### src/rtl/fifo_ctrl_6x8_pkg.sv
// Shared sizing for the lane FIFO controller: default pointer/data widths and depth helper.
package fifo_ctrl_6x8_pkg;

    localparam int MAIN_SIZE_DEF = 6;
    localparam int DATA_SIZE_DEF = 8;
    localparam int DEPTH_DEF     = 1 << MAIN_SIZE_DEF;
    localparam int THR_W_DEF     = MAIN_SIZE_DEF + 1;

    function automatic int depth_of(input int ptr_w);
        return 1 << ptr_w;
    endfunction

endpackage

### src/rtl/fifo_ptr_cnt.sv
// Wrapping address counter with enable; async active-low clear. Used for both FIFO pointers.
module fifo_ptr_cnt
    import fifo_ctrl_6x8_pkg::*;
#(
    parameter int W = MAIN_SIZE_DEF
) (
    input  logic         clk,
    input  logic         reset,
    input  logic         en,
    output logic [W-1:0] q
);

    logic [W-1:0] q_reg;
    logic [W-1:0] q_next;

    // Natural rollover at 2**W - 1 gives the circular addressing for free.
    always_comb begin
        q_next = q_reg;
        if (en) begin
            q_next = q_reg + {{(W-1){1'b0}}, 1'b1};
        end
    end

    always_ff @(posedge clk or negedge reset) begin
        if (!reset) begin
            q_reg <= '0;
        end else begin
            q_reg <= q_next;
        end
    end

    assign q = q_reg;

endmodule

### src/rtl/fifo_ctrl_6x8.sv
// Synchronous FIFO controller for one memory6x8 instance: pointers, occupancy and status flags.
// Optional sticky overflow/underflow error register is built when FIFO_ERR_EN is defined.
module fifo_ctrl_6x8
    import fifo_ctrl_6x8_pkg::*;
#(
    parameter int MAIN_SIZE = MAIN_SIZE_DEF,
    parameter int DATA_SIZE = DATA_SIZE_DEF
) (
    input  logic                 clk,
    input  logic                 reset,
    input  logic                 push,
    input  logic                 pop,
    input  logic [MAIN_SIZE:0]   af_thr,
    input  logic [MAIN_SIZE:0]   ae_thr,
    output logic                 write,
    output logic                 read,
    output logic [MAIN_SIZE-1:0] wr_ptr,
    output logic [MAIN_SIZE-1:0] rd_ptr,
    output logic [MAIN_SIZE:0]   count,
    output logic                 full,
    output logic                 empty,
    output logic                 almost_full,
    output logic                 almost_empty,
    output logic                 data_valid,
    output logic                 error
);

    localparam logic [MAIN_SIZE:0] DEPTH = {1'b1, {MAIN_SIZE{1'b0}}};
    localparam logic [MAIN_SIZE:0] ONE   = {{MAIN_SIZE{1'b0}}, 1'b1};

    // Data width only flows through to the memory; reject nonsensical sizing at elaboration.
    if (DATA_SIZE < 1 || MAIN_SIZE < 1) begin : g_bad_param
        $error("fifo_ctrl_6x8: DATA_SIZE and MAIN_SIZE must be positive");
    end

    logic                 push_ok;
    logic                 pop_ok;
    logic [MAIN_SIZE:0]   count_reg;
    logic [MAIN_SIZE:0]   count_next;
    logic                 data_valid_reg;
    logic [1:0]           ptr_en;
    logic [MAIN_SIZE-1:0] ptr_q [2];

    assign full    = (count_reg == DEPTH);
    assign empty   = (count_reg == '0);
    assign push_ok = push & ~full;
    assign pop_ok  = pop & ~empty;

    assign write = push_ok;
    assign read  = pop_ok;

    // Index 0 is the write pointer, index 1 the read pointer.
    assign ptr_en = {pop_ok, push_ok};

    for (genvar gi = 0; gi < 2; gi++) begin : g_ptr
        fifo_ptr_cnt #(
            .W (MAIN_SIZE)
        ) u_ptr (
            .clk   (clk),
            .reset (reset),
            .en    (ptr_en[gi]),
            .q     (ptr_q[gi])
        );
    end

    assign wr_ptr = ptr_q[0];
    assign rd_ptr = ptr_q[1];

    always_comb begin
        count_next = count_reg;
        case ({push_ok, pop_ok})
            2'b10:   count_next = count_reg + ONE;
            2'b01:   count_next = count_reg - ONE;
            default: count_next = count_reg;
        endcase
    end

    // data_valid lines up with the memory's registered data_out after an accepted pop.
    always_ff @(posedge clk or negedge reset) begin
        if (!reset) begin
            count_reg      <= '0;
            data_valid_reg <= 1'b0;
        end else begin
            count_reg      <= count_next;
            data_valid_reg <= pop_ok;
        end
    end

    assign count        = count_reg;
    assign data_valid   = data_valid_reg;
    assign almost_full  = (count_reg >= af_thr);
    assign almost_empty = (count_reg <= ae_thr);

`ifdef FIFO_ERR_EN
    logic error_reg;

    // Sticky until reset so a single rejected request is never missed by slow monitors.
    always_ff @(posedge clk or negedge reset) begin
        if (!reset) begin
            error_reg <= 1'b0;
        end else if ((push & full) | (pop & empty)) begin
            error_reg <= 1'b1;
        end
    end

    assign error = error_reg;
`else
    assign error = 1'b0;
`endif

endmodule

### config.mk
export PLATFORM = sky130hd
export DESIGN_NAME = fifo_ctrl_6x8
export DESIGN_NICKNAME = d
export VERILOG_FILES = /design/src/rtl/fifo_ctrl_6x8_pkg.sv /design/src/rtl/fifo_ptr_cnt.sv /design/src/rtl/fifo_ctrl_6x8.sv
export SDC_FILE = /design/constraint.sdc
export NUM_CORES = 1
export LEC_CHECK = 0
export ABC_CLOCK_PERIOD_IN_PS = 3100
export CORE_MARGIN = 5
export CORE_UTILIZATION = 42
export CTS_CLUSTER_SIZE = 30
export DETAILED_ROUTE_END_ITERATION = 10
export PLACE_DENSITY = 0.84
export SLEW_MARGIN = 40
export SYNTH_ARGS = -nofsm -noshare
export SYNTH_HDL_FRONTEND = slang
export SYNTH_SLANG_ARGS = --single-unit
### constraint.sdc
create_clock -name clk -period 3.1 [get_ports clk]
set_clock_uncertainty 0.15 [all_clocks]
set_input_delay 0.62 -clock clk [delete_from_list [all_inputs] [get_ports clk]]
set_output_delay 0.62 -clock clk [all_outputs]
set_load 0.01 [all_outputs]
== After elaboration in Yosys (flattened, before gate mapping) ==
Index checks and enable logic that the tools add are counted.
Storage, ports and cells
  register bits: 20
  input port bits: 18
  output and inout port bits: 27
  word-level logic and storage cells: 20
Cells by class
  add/sub/neg operators: 4
  $lt $le $gt $ge: 2
  equality and inequality tests: 3
  mux-type cells: 1
  bitwise gates (word level): 4
  reductions and logical operators: 2
Operators by type and width (number)
  7-bit case mux with 2 select lines: 1
  6-bit by 1-bit adder with 6-bit output (second input constant): 2
  7-bit by 1-bit adder with 7-bit output (second input constant): 1
  7-bit == test (second input constant): 1
  7-bit greater-or-equal comparator: 1
  7-bit less-or-equal comparator: 1
  7-bit logical NOT: 1
  7-bit by 1-bit subtractor with 7-bit output (second input constant): 1
  1-bit AND: 2
  2-bit by 1-bit == test with 1-bit output (second input constant): 1
  2-bit == test (second input constant): 1
  1-bit inverter: 2
  2-bit nonzero test: 1

== Depth between registers and ports, before layout ==
Gate-level depths: netlist of the first run.
  depth in word-level cells: 5
  depth in mapped cells: 10

== Hierarchy ==
From an unflattened synthesis of the first run, not the netlist that was laid out.
Unflattened totals
  cells, all modules: 149
  area, all modules: 1435.1 um2
By module, submodules not included
  fifo_ctrl_6x8: instances 1, cells an instance 113, area each 934.6 um2, seq. area each 200.2 um2
  fifo_ptr_cnt: instances 2, cells an instance 18, area each 250.2 um2, seq. area each 150.1 um2

== Worst setup path before layout of the first run ==
Ideal clock, no wire load.
  kind: register to register
  start point: register count_reg[1] (netlist: count[1])
  end point: register count_reg[6] (netlist: count[6])
  setup time: 0.088 ns
  arrival: 2.800 ns
  data required time: 2.862 ns
  path slack: 0.062 ns
  cell stages (with the launch flop): 11
  clock period less this slack: 3.038 ns
  cells stage by stage: dfrtp_1 -> or4_4 -> nor3_4 -> nand2b_4 -> ha_1 -> inv_1 -> fa_1 -> nor2b_1 -> o21a_1 -> nand3_1 -> a41oi_1
Between the ends
  cells in the longest elaborated chain, start to end: 5
Ends and longest elaborated chain
  start, declared: line fifo_ctrl_6x8.sv:38  | logic [MAIN_SIZE:0] count_reg;
  start signal, assigned: line fifo_ctrl_6x8.sv:84  | count_reg <= count_next;
  7-bit == test (*): line fifo_ctrl_6x8.sv:44  | assign full = (count_reg == DEPTH);
  via full: line fifo_ctrl_6x8.sv:20  | output logic full,
  1-bit inverter (*): line fifo_ctrl_6x8.sv:46  | assign push_ok = push & ~full;
  1-bit AND (*): line fifo_ctrl_6x8.sv:46
  2-bit by 1-bit == test with 1-bit output / 2-bit == test (equally long branches): line fifo_ctrl_6x8.sv:71  | case ({push_ok, pop_ok})
  7-bit case mux with 2 select lines / 2-bit nonzero test (equally long branches)
The timed path passes the listed nets; every way through them passes the cells marked *.
A chain may end at the register's enable or synchronous reset.

== Final worst setup path of the first run ==
  start point: register count_reg[1] (netlist: count[1])
  end point: output read
Between the ends
  cells in the longest elaborated chain, start to end: 3
Ends and longest elaborated chain
  7-bit logical NOT: line fifo_ctrl_6x8.sv:45  | assign empty = (count_reg == '0);
  1-bit inverter: line fifo_ctrl_6x8.sv:47  | assign pop_ok = pop & ~empty;
  1-bit AND: line fifo_ctrl_6x8.sv:47
  end, declared: line fifo_ctrl_6x8.sv:16  | output logic read,
No other way between the ends.

==> results of run 1 <==
critical path: cells and delay by family, from the launching register on:
kind                   cells  cell delay [ns]
AOI/OAI and AO/OA          1             0.20
buffers and inverters      3             0.70
DFF                        1             0.39
and+or+nand+nor            1             0.58
stage by stage:
stage / cell area (sq um) / cells
6_report: 2110 / 261
4_1_cts: 2100 / 261
3_5_place_dp: 2080 / 258
3_3_place_gp: 2080 / 258
5_1_grt: 2110 / 261
2_1_floorplan: 1500 / 157
per-layer routing:
layer / wire [microns] / track usage / vias to the layer above
met1: 1360 / 0.159 / 586
li1: - / - / 674
met3: 130 / 0.0246 / 2
met2: 1640 / 0.261 / 27
met5: 0 / 0 / -
met4: 9 / 0.0362 / 0
cells in the final DEF (no fill, tap or decap), drive strengths merged, types with 3 or more instances in the layout:
master         count
o21ai              7
nand4              3
buf               15
inv               20
nor2               6
a21o               3
a21oi              8
dfrtp             20
ha                22
xor2               7
xnor2              6
nand3              5
clkdlybuf4s50     40
nand2             11
nand2b             3
clkbuf             3
nor2b              3
nor3               3
final timing paths:
check | from | endpoint | slack (ns) | depth (start not counted)
setup / recovery | count[1] | read | 0.16 | 5
hold / removal | reset | g_ptr[0].u_ptr.q[1] | 0.1 | 1
setup reg to reg | count[1] | count[6] | 0.18 | 10
hold reg to reg | g_ptr[0].u_ptr.q[5] | g_ptr[0].u_ptr.q[5] | 0.32 | 1
max in group asynchronous | reset | g_ptr[1].u_ptr.q[5] | 2.41 | 1
min in group clk | g_ptr[0].u_ptr.q[5] | g_ptr[0].u_ptr.q[5] | 0.32 | 1
area by class of cell:
| type | instances | area (sq um) | area share |
|---|---|---|---|
| clock buffer | 3 | 22.5 | 0.0107 |
| inverter | 20 | 77.6 | 0.0368 |
| multi-input combinational | 115 | 923 | 0.438 |
| sequential | 20 | 500 | 0.237 |
| tap | 46 | 57.6 | 0.0273 |
| timing repair buffer | 57 | 528 | 0.250 |
power breakdown:
group	total [mW]	internal [mW]	switching (mW)	leakage [nW]
Sequential	0.511	0.390	0.121	0.240
Clock	0.116	0.0452	0.0706	0.0138
Combinational	1.25	0.670	0.578	0.739
Total	1.87	1.10	0.769	0.993
kinds of logic after synthesis:
family,Yosys count,share of synthesized area
buffers and inverters,22,0.0591
AND/OR/NAND/NOR,44,0.172
adder cells (fa/ha/maj),23,0.197
AO/OA/AOI/OAI,32,0.144
flip-flops,20,0.333
multiplexers,2,0.0175
other,1,0.00250
XOR/XNOR,13,0.0758
repair_timing:
action / in CTS / in global routing
pin swaps: 0 / 1
setup endpoints to repair: 2 / 5
resized for setup: 2 / 4
hold buffers: 0 / 0
==> results_dict.tcl, run 1 <==
set metrics [dict create \
    synth_flop_cell "dfrtp_1" \
    utilization 0.622 \
    synth_warnings 0 \
    grt_pass1_wl_microns 5700 \
    start_kind "register" \
    p_per_area_nw_per_um2 888 \
    floorplan.die_area_sq_um 4870 \
    synth_edf_count 0 \
    setup_tns_ns 0 \
    power_mw 1.87 \
    clk_pin_slew_ns 0.10 \
    ys_seq_area_frac 0.333 \
    htree_levels 1 \
    first_iter_violations 11 \
    detail-route-antenna-nets 0 \
    routedWlPerCell_microns 12.0 \
    setup_viol 0 \
    numClockSinks 20 \
    insertion_delay_ns 0.29 \
    ys_ff_latch 20 \
    globalplace.congestion 0.771 \
    routed_via_density 4.94 \
    path_cells "or4_4, o31ai_4, inv_1, buf_4, clkdlybuf4s50_1" \
    slowest_delay_ns 0.58 \
    power_leakage_nw 0.993 \
    pin_count 45 \
    async_flop_share 1.00 \
    drcViolationCount 0 \
    critPathKind "reg2out" \
    finalCritPeriodShare 0.949 \
    ys_top_cells_by_count "22 x ha_1, 20 x dfrtp_1, 18 x inv_1, 11 x nand2_1, 8 x a21oi_1" \
    port-buffer-count 43 \
    cp-end-kind "output pin" \
    netlist_area_sq_um 1500 \
    core-area_sq_um 3390 \
    grt_max_degree 21 \
    num_antenna_cells 0 \
    synth_top_area_share 0.333 \
    largest_register_ffs 12 \
    post-place-ws_ns -0.150 \
    crit_slowest_cell "or4_4" \
    grt_usage 0.139 \
    setup_ws_ns 0.159 \
    overflow 0 \
    rows 21 \
    drtPass1Iterations 4 \
    final_hold_viol_count 0 \
    hp-class "in2async" \
    cp.arrival_ns 2.17 \
    synthTopCellsByArea "dfrtp_1 33%, ha_1 18%, inv_1 4.5%, xor2_1 4.1%, xnor2_1 3.5%" \
    cts_setup_buffers 0 \
    post-route-min-period_ns 2.94 \
    cts_buffers 3 \
    hpwl_microns 2660 \
    synth_cell_types 44 \
    syn_area_per_cell_sq_um 9.57 \
    start_util 0.443 \
    die_h_microns 69.8 \
    yosysTopAreaCell "dfrtp_1" \
    required_ns 2.33 \
    rsz0062_at_grt "false" \
    fp.dieW_microns 69.8 \
    root_buffer "clkbuf_4" \
    nets 258 \
    synthesis.instances 157 \
    grt_pass1_vias 1344 \
    maxCapViolCount 0 \
    syn_to_final_growth_pct 40.4 \
    drt-total-wl_microns 3130 \
    final_layout_size_suffix_gt1_frac 0.135 \
    status "finished clean" \
    fmax_ghz 0.340 \
    cts_buffer_depth 2 \
    syn-num-nets 198 \
    yosysMostFrequentCell "ha_1" \
    antenna_found_initial 0 \
    ir_worst_vdd_uv 368 \
    fin_hold_ws_ns 0.0977 \
    maxSlewViolCount 0 \
    cts_tree "yes" \
    vias 1289 \
    nFillCells 268 \
    critPathMaxFanout 3 \
]
Note: power is estimated with default switching activity, not from simulation.
==> run 2: changes to the inputs <==
--- a/config.mk
+++ b/config.mk
@@ -10,8 +10,9 @@
 export CORE_UTILIZATION = 42
 export CTS_CLUSTER_SIZE = 30
 export DETAILED_ROUTE_END_ITERATION = 10
-export PLACE_DENSITY = 0.84
+export PLACE_DENSITY = 0.85
 export SLEW_MARGIN = 40
 export SYNTH_ARGS = -nofsm -noshare
 export SYNTH_HDL_FRONTEND = slang
+export SYNTH_HIERARCHICAL = 1
 export SYNTH_SLANG_ARGS = --single-unit
==> run 2 against run 1 <==
Compared with the run above: core utilization decreased by 2.5 points; final cell count decreased by 6.9%; critical path depth increased by 3; die area decreased by 3.9%; setup slack got worse by 0.015 ns; non-clock buffer count decreased by 10; combinational power decreased by 16%; power decreased by 2.9%; design area decreased by 6.2%.
==> results_dict.tcl, run 2 <==
set metrics [dict create \
    syn_area_per_cell_sq_um 9.63 \
    netlist_area_sq_um 1440 \
    routed_via_density 4.95 \
    crit_start "ae_thr[1]" \
    nets 239 \
    synthTopCellsByArea "dfrtp_1 35%, ha_1 19%, xnor2_1 5.5%, inv_1 4.7%, xor2_1 3.7%" \
    reg2reg_depth 12 \
    detail-route-antenna-nets 0 \
    yosysTopAreaCell "dfrtp_1" \
    use_met1 0.165 \
    core-area_sq_um 3310 \
    ys_seq_area_frac 0.349 \
    dp_cells 239 \
    routedWlPerCell_microns 12.3 \
    num_antenna_cells 0 \
    start_kind "input pin" \
    required_ns 2.33 \
    pin_count 45 \
    rsz0062_at_grt "false" \
    vias 1203 \
    first_iter_violations 56 \
    cts_buffers 3 \
    async_flop_share 1.00 \
    critPathKind "in2out" \
    finalCritPeriodShare 0.953 \
    hp-class "in2async" \
    cp-end-kind "output pin" \
    die_h_microns 68.5 \
    grt_util_met3 0.0115 \
    grt_max_degree 21 \
    crit_slowest_cell "clkdlybuf4s50_1" \
    drtPass1Iterations 4 \
    numClockSinks 20 \
    grt_util_met2 0.241 \
    clk_pin_slew_ns 0.12 \
    start_util 0.433 \
    fp.dieW_microns 68.5 \
    critPathMaxFanout 2 \
    grt_pass1_wl_microns 4970 \
    utilization 0.598 \
    status "finished clean" \
    synth_warnings 6 \
    cts_buffer_depth 2 \
    cts_tree "yes" \
    hpwl_microns 2400 \
    cp_top_family "buffers and inverters" \
    final_layout_size_suffix_gt1_frac 0.102 \
    r2r_start "count[0]" \
    synth_edf_count 0 \
    synthesis.instances 149 \
    floorplan.die_area_sq_um 4690 \
    p_per_area_nw_per_um2 920 \
    ir_worst_vdd_uv 305 \
    maxCapViolCount 0 \
    ys_top_cells_by_count "22 x ha_1, 20 x dfrtp_1, 18 x inv_1, 11 x nand2_1" \
    power_leakage_nw 0.940 \
    antenna_found_initial 0 \
    synth_top_area_share 0.349 \
    post-route-min-period_ns 2.96 \
    ys_ff_latch 20 \
    grt_pass1_vias 1160 \
    cp.arrival_ns 2.19 \
    setup_viol 0 \
    path_cells "clkdlybuf4s50_1, inv_1, ha_1, nor2b_1, o21ai_0, a21oi_1, o22ai_1, clkdlybuf4s15_1" \
    insertion_delay_ns 0.30 \
    final_common_cell "clkdlybuf4s50_1" \
    final-instance-count-excl-fill 243 \
    synth_flop_cell "dfrtp_1" \
    maxSlewViolCount 0 \
    drt-total-wl_microns 2980 \
    globalplace.congestion 0.838 \
    syn_to_final_growth_pct 37.8 \
    htree_levels 1 \
    cp.depth 8 \
    largest_register_ffs 12 \
    overflow 0 \
    root_buffer "clkbuf_4" \
    fin_hold_ws_ns 0.0858 \
    layout_common_cells "40 x clkdlybuf4s50_1, 22 x ha_1, 20 x dfrtp_1, 18 x inv_1, 11 x nand2_1" \
    postCtsHoldBufs 0 \
    power_mw 1.82 \
    drcViolationCount 0 \
    yosysMostFrequentCell "ha_1" \
    grt_usage 0.134 \
    fmax_ghz 0.338 \
    port-buffer-count 43 \
    final_hold_viol_count 0 \
    rows 21 \
    synth_cell_types 33 \
    slowest_delay_ns 0.45 \
    path_buf_inv 3 \
    syn-num-nets 190 \
    busiest_layer "met2" \
]
==> run 2: cell types whose count changed after synthesis, sizes merged, moves of 3 or more <==
cell / change
nor2: +4
nand4: +3
nor3: -3
xnor2: +3
==> run 2: worst register-to-register path, delay by kind of cell, from the launching register on <==
family / cells / cell delay, ns
AND/OR/NAND/NOR: 4 / 0.47
adder cells (fa/ha/maj): 2 / 0.58
XOR/XNOR: 1 / 0.15
AO/OA/AOI/OAI: 3 / 0.57
flip-flops: 1 / 0.40
buffers and inverters: 2 / 0.33
==> run 2: power by group <==
part | leakage (nW) | total (mW) | switching (mW) | internal (mW)
clock | 0.0279 | 0.213 | 0.0825 | 0.131
combinational | 0.671 | 1.05 | 0.474 | 0.578
sequential | 0.241 | 0.554 | 0.165 | 0.389
==> run 2: final cells by class <==
type	instances	area, sq um
fill	288	1330
multi-input combinational	108	850
sequential	20	500
timing repair buffer	47	450
inverter	18	67.6
tap	46	57.6
clock inverter	1	30.0
clock buffer	3	22.5
==> run 2: worst paths after layout <==
kind                       slack, ns                   to
setup reg to reg                0.38             count[6]
setup / recovery                0.14         almost_empty
max in group asynchronous       2.41             count[4]
min in group clk                0.33  g_ptr[1].u_ptr/q[5]
hold reg to reg                 0.33  g_ptr[1].u_ptr/q[5]
hold / removal                  0.09  g_ptr[1].u_ptr/q[5]
==> run 2: repair_timing <==
action	CTS	global route
setup endpoints to repair	2	2
gates resized for setup	3	4
pin swaps	1	0
hold endpoints to repair	0	0
buffers inserted	0	0
==> run 2: per-stage QoR <==
step / worst slack, ns / area (sq um) / setup TNS (ns)
global placement: -0.205 / 1930 / -0.333
CTS: 0.00154 / 1980 / 0
finish: 0.145 / 1980 / 0
global route: 0.00471 / 1980 / 0
floorplan: 0.120 / 1440 / 0
detailed placement: -0.233 / 1930 / -0.404
==> run 2: cells by family after synthesis <==
family                   Yosys count  synth area share
AO/OA/AOI/OAI                     28             0.123
XOR/XNOR                          15            0.0915
adder cells (fa/ha/maj)           23             0.206
buffers and inverters             21            0.0628
flip-flops                        20             0.349
multiplexers                       2            0.0157
other                              1           0.00261
AND/OR/NAND/NOR                   39             0.150
==> run 2: layer usage <==
layer,routed length (microns),part of all wire,vias up
met2,1530,0.51,22
met1,1290,0.43,565
met5,0,0,-
met3,125,0.042,4
met4,35,0.012,0
li1,-,-,612
==> run 3: changes to the inputs <==
--- a/config.mk
+++ b/config.mk
@@ -7,10 +7,10 @@
 export LEC_CHECK = 0
 export ABC_CLOCK_PERIOD_IN_PS = 3100
 export CORE_MARGIN = 5
-export CORE_UTILIZATION = 42
+export CORE_UTILIZATION = 30
 export CTS_CLUSTER_SIZE = 30
 export DETAILED_ROUTE_END_ITERATION = 10
-export PLACE_DENSITY = 0.85
+export PLACE_DENSITY = 0.67
 export SLEW_MARGIN = 40
 export SYNTH_ARGS = -nofsm -noshare
 export SYNTH_HDL_FRONTEND = slang
==> run 3 against run 2 <==
Compared with the run above: setup slack better by 0.0042 ns; critical path depth unchanged; maximum frequency up 0.14%; via count down 1.9%; clock power up 23%; flip-flop and latch count unchanged; power up 1.7%; non-clock buffer count up 1; largest power group unchanged.
==> results_dict.tcl, run 3 (synthesis results as in run 2) <==
set metrics [dict create \
    antenna_found_initial 0 \
    cts_buffers 3 \
    routed_via_density 4.68 \
    final_area_sq_um 2020 \
    status "finished clean" \
    fmax_ghz 0.339 \
    detail-route-antenna-nets 0 \
    setup_viol 0 \
    globalplace.congestion 0.714 \
    root_buffer "clkbuf_8" \
    rows 25 \
    required_ns 2.33 \
    syn_to_final_growth_pct 40.6 \
    maxCapViolCount 0 \
    drt-total-wl_microns 2910 \
    drtPass1Iterations 4 \
    setup_tns_ns 0 \
    cts_tree "yes" \
    start_util 0.306 \
    cp-end-kind "output pin" \
    postPlaceCellArea_sq_um 1950 \
    power_leakage_nw 0.952 \
    crit_slowest_cell "clkdlybuf4s50_1" \
    nFillCells 474 \
    num_antenna_cells 0 \
    ir_worst_vdd_uv 291 \
    final_hold_viol_count 0 \
    critPathMaxFanout 2 \
    grt_usage 0.0946 \
    largest_register_ffs 12 \
    finalCritPeriodShare 0.952 \
    pin_count 45 \
    drcViolationCount 0 \
    final_common_cell "clkdlybuf4s50_1" \
    p_per_area_nw_per_um2 917 \
    clk_pin_slew_ns 0.08 \
    post-route-min-period_ns 2.95 \
    vias 1180 \
    first_iter_violations 22 \
    rsz0062_at_grt "false" \
    postCtsHoldBufs 0 \
    maxSlewViolCount 0 \
    core-area_sq_um 4690 \
    grt_max_degree 21 \
    grt_pass1_wl_microns 4860 \
    die_h_microns 79.2 \
    cts_buffer_depth 2 \
    grt_pass1_vias 1114 \
    nets 240 \
    layout_common_cells "41 x clkdlybuf4s50_1, 22 x ha_1, 20 x dfrtp_1, 18 x inv_1, 11 x nand2_1" \
    routedWlPerCell_microns 11.5 \
    port-buffer-count 43 \
    insertion_delay_ns 0.26 \
    final_layout_size_suffix_gt1_frac 0.101 \
    fin_hold_ws_ns 0.318 \
    critPathKind "in2out" \
    register_area_sq_um 500 \
    slowest_delay_ns 0.45 \
    overflow 0 \
    multi_input_area_sq_um 850 \
    hpwl_microns 2360 \
    floorplan.die_area_sq_um 6270 \
    start_kind "input pin" \
    cp.arrival_ns 2.18 \
    numClockSinks 20 \
    hp-class "reg2reg" \
    fp.dieW_microns 79.2 \
    htree_levels 1 \
    power_mw 1.85 \
    path_cells "clkdlybuf4s50_1, inv_1, ha_1, nor2b_1, o21ai_0, a21oi_1, o22ai_1, dlygate4sd2_1" \
]
[run 3: cell count changes in the layout (fill, tap and decap cells not counted), sizes merged]
| cell | delta |
|---|---|
| dlygate4sd2 | +1 |
| clkdlybuf4s50 | +1 |
| clkdlybuf4s15 | -1 |
[run 3: metal layers]
metal / part of all wire / track usage / vias to the layer above / wire (microns)
met5: 0 / 0 / - / 0
met4: 0.019 / 0.0412 / 0 / 54
met3: 0.031 / 0.00794 / 5 / 91
met2: 0.49 / 0.166 / 25 / 1420
met1: 0.46 / 0.118 / 538 / 1340
li1: - / - / 612 / -
[run 3: report_power, final]
group	internal (mW)	total (mW)	switching (mW)	leakage [nW]
clock	0.172	0.261	0.0882	0.0357
sequential	0.390	0.556	0.166	0.241
combinational	0.575	1.03	0.458	0.675
[run 3: worst paths after layout]
check,slack (ns),endpoint,cells past startpoint,from
max,0.15,almost_empty,8,ae_thr[1]
min,0.32,g_ptr[0].u_ptr/q[5],1,g_ptr[0].u_ptr/q[5]
max reg2reg,0.46,count[6],11,count[5]
min reg2reg,0.32,g_ptr[0].u_ptr/q[5],1,g_ptr[0].u_ptr/q[5]
max in group asynchronous,2.05,count[2],2,reset
min in group asynchronous,0.54,g_ptr[1].u_ptr/q[5],2,reset
[run 3: through the flow]
| stage | std cells | util | setup slack, ns |
|---|---|---|---|
| 4_1_cts | 252 | 0.430 | 0.0111 |
| 2_1_floorplan | 149 | - | 0.120 |
| 3_3_place_gp | 248 | 0.415 | -0.222 |
| 6_report | 252 | 0.430 | 0.149 |
| 5_1_grt | 252 | 0.430 | 0.0187 |
| 3_5_place_dp | 248 | 0.415 | -0.215 |
[run 3: what timing repair did]
action | in CTS | in global routing
pin swaps | 0 | 1
gates resized for setup | 3 | 3
endpoints found under the hold margin | 0 | 0
buffers inserted | 0 | 0
endpoints found under the setup margin | 2 | 1
[run 3: area by class of cell]
cell class,count,area share
clock inverter,1,0.0149
clock buffer,3,0.0205
timing repair buffer,48,0.229
inverter,18,0.0335
multi-input combinational,108,0.421
tap,54,0.0335
sequential,20,0.248
[run 3: critical path, delay by kind of cell]
family,cells,cell delay (ns)
buffers and inverters,3,0.77
AO/OA/AOI/OAI,3,0.37
adder cells (fa/ha/maj),1,0.29
AND/OR/NAND/NOR,1,0.13
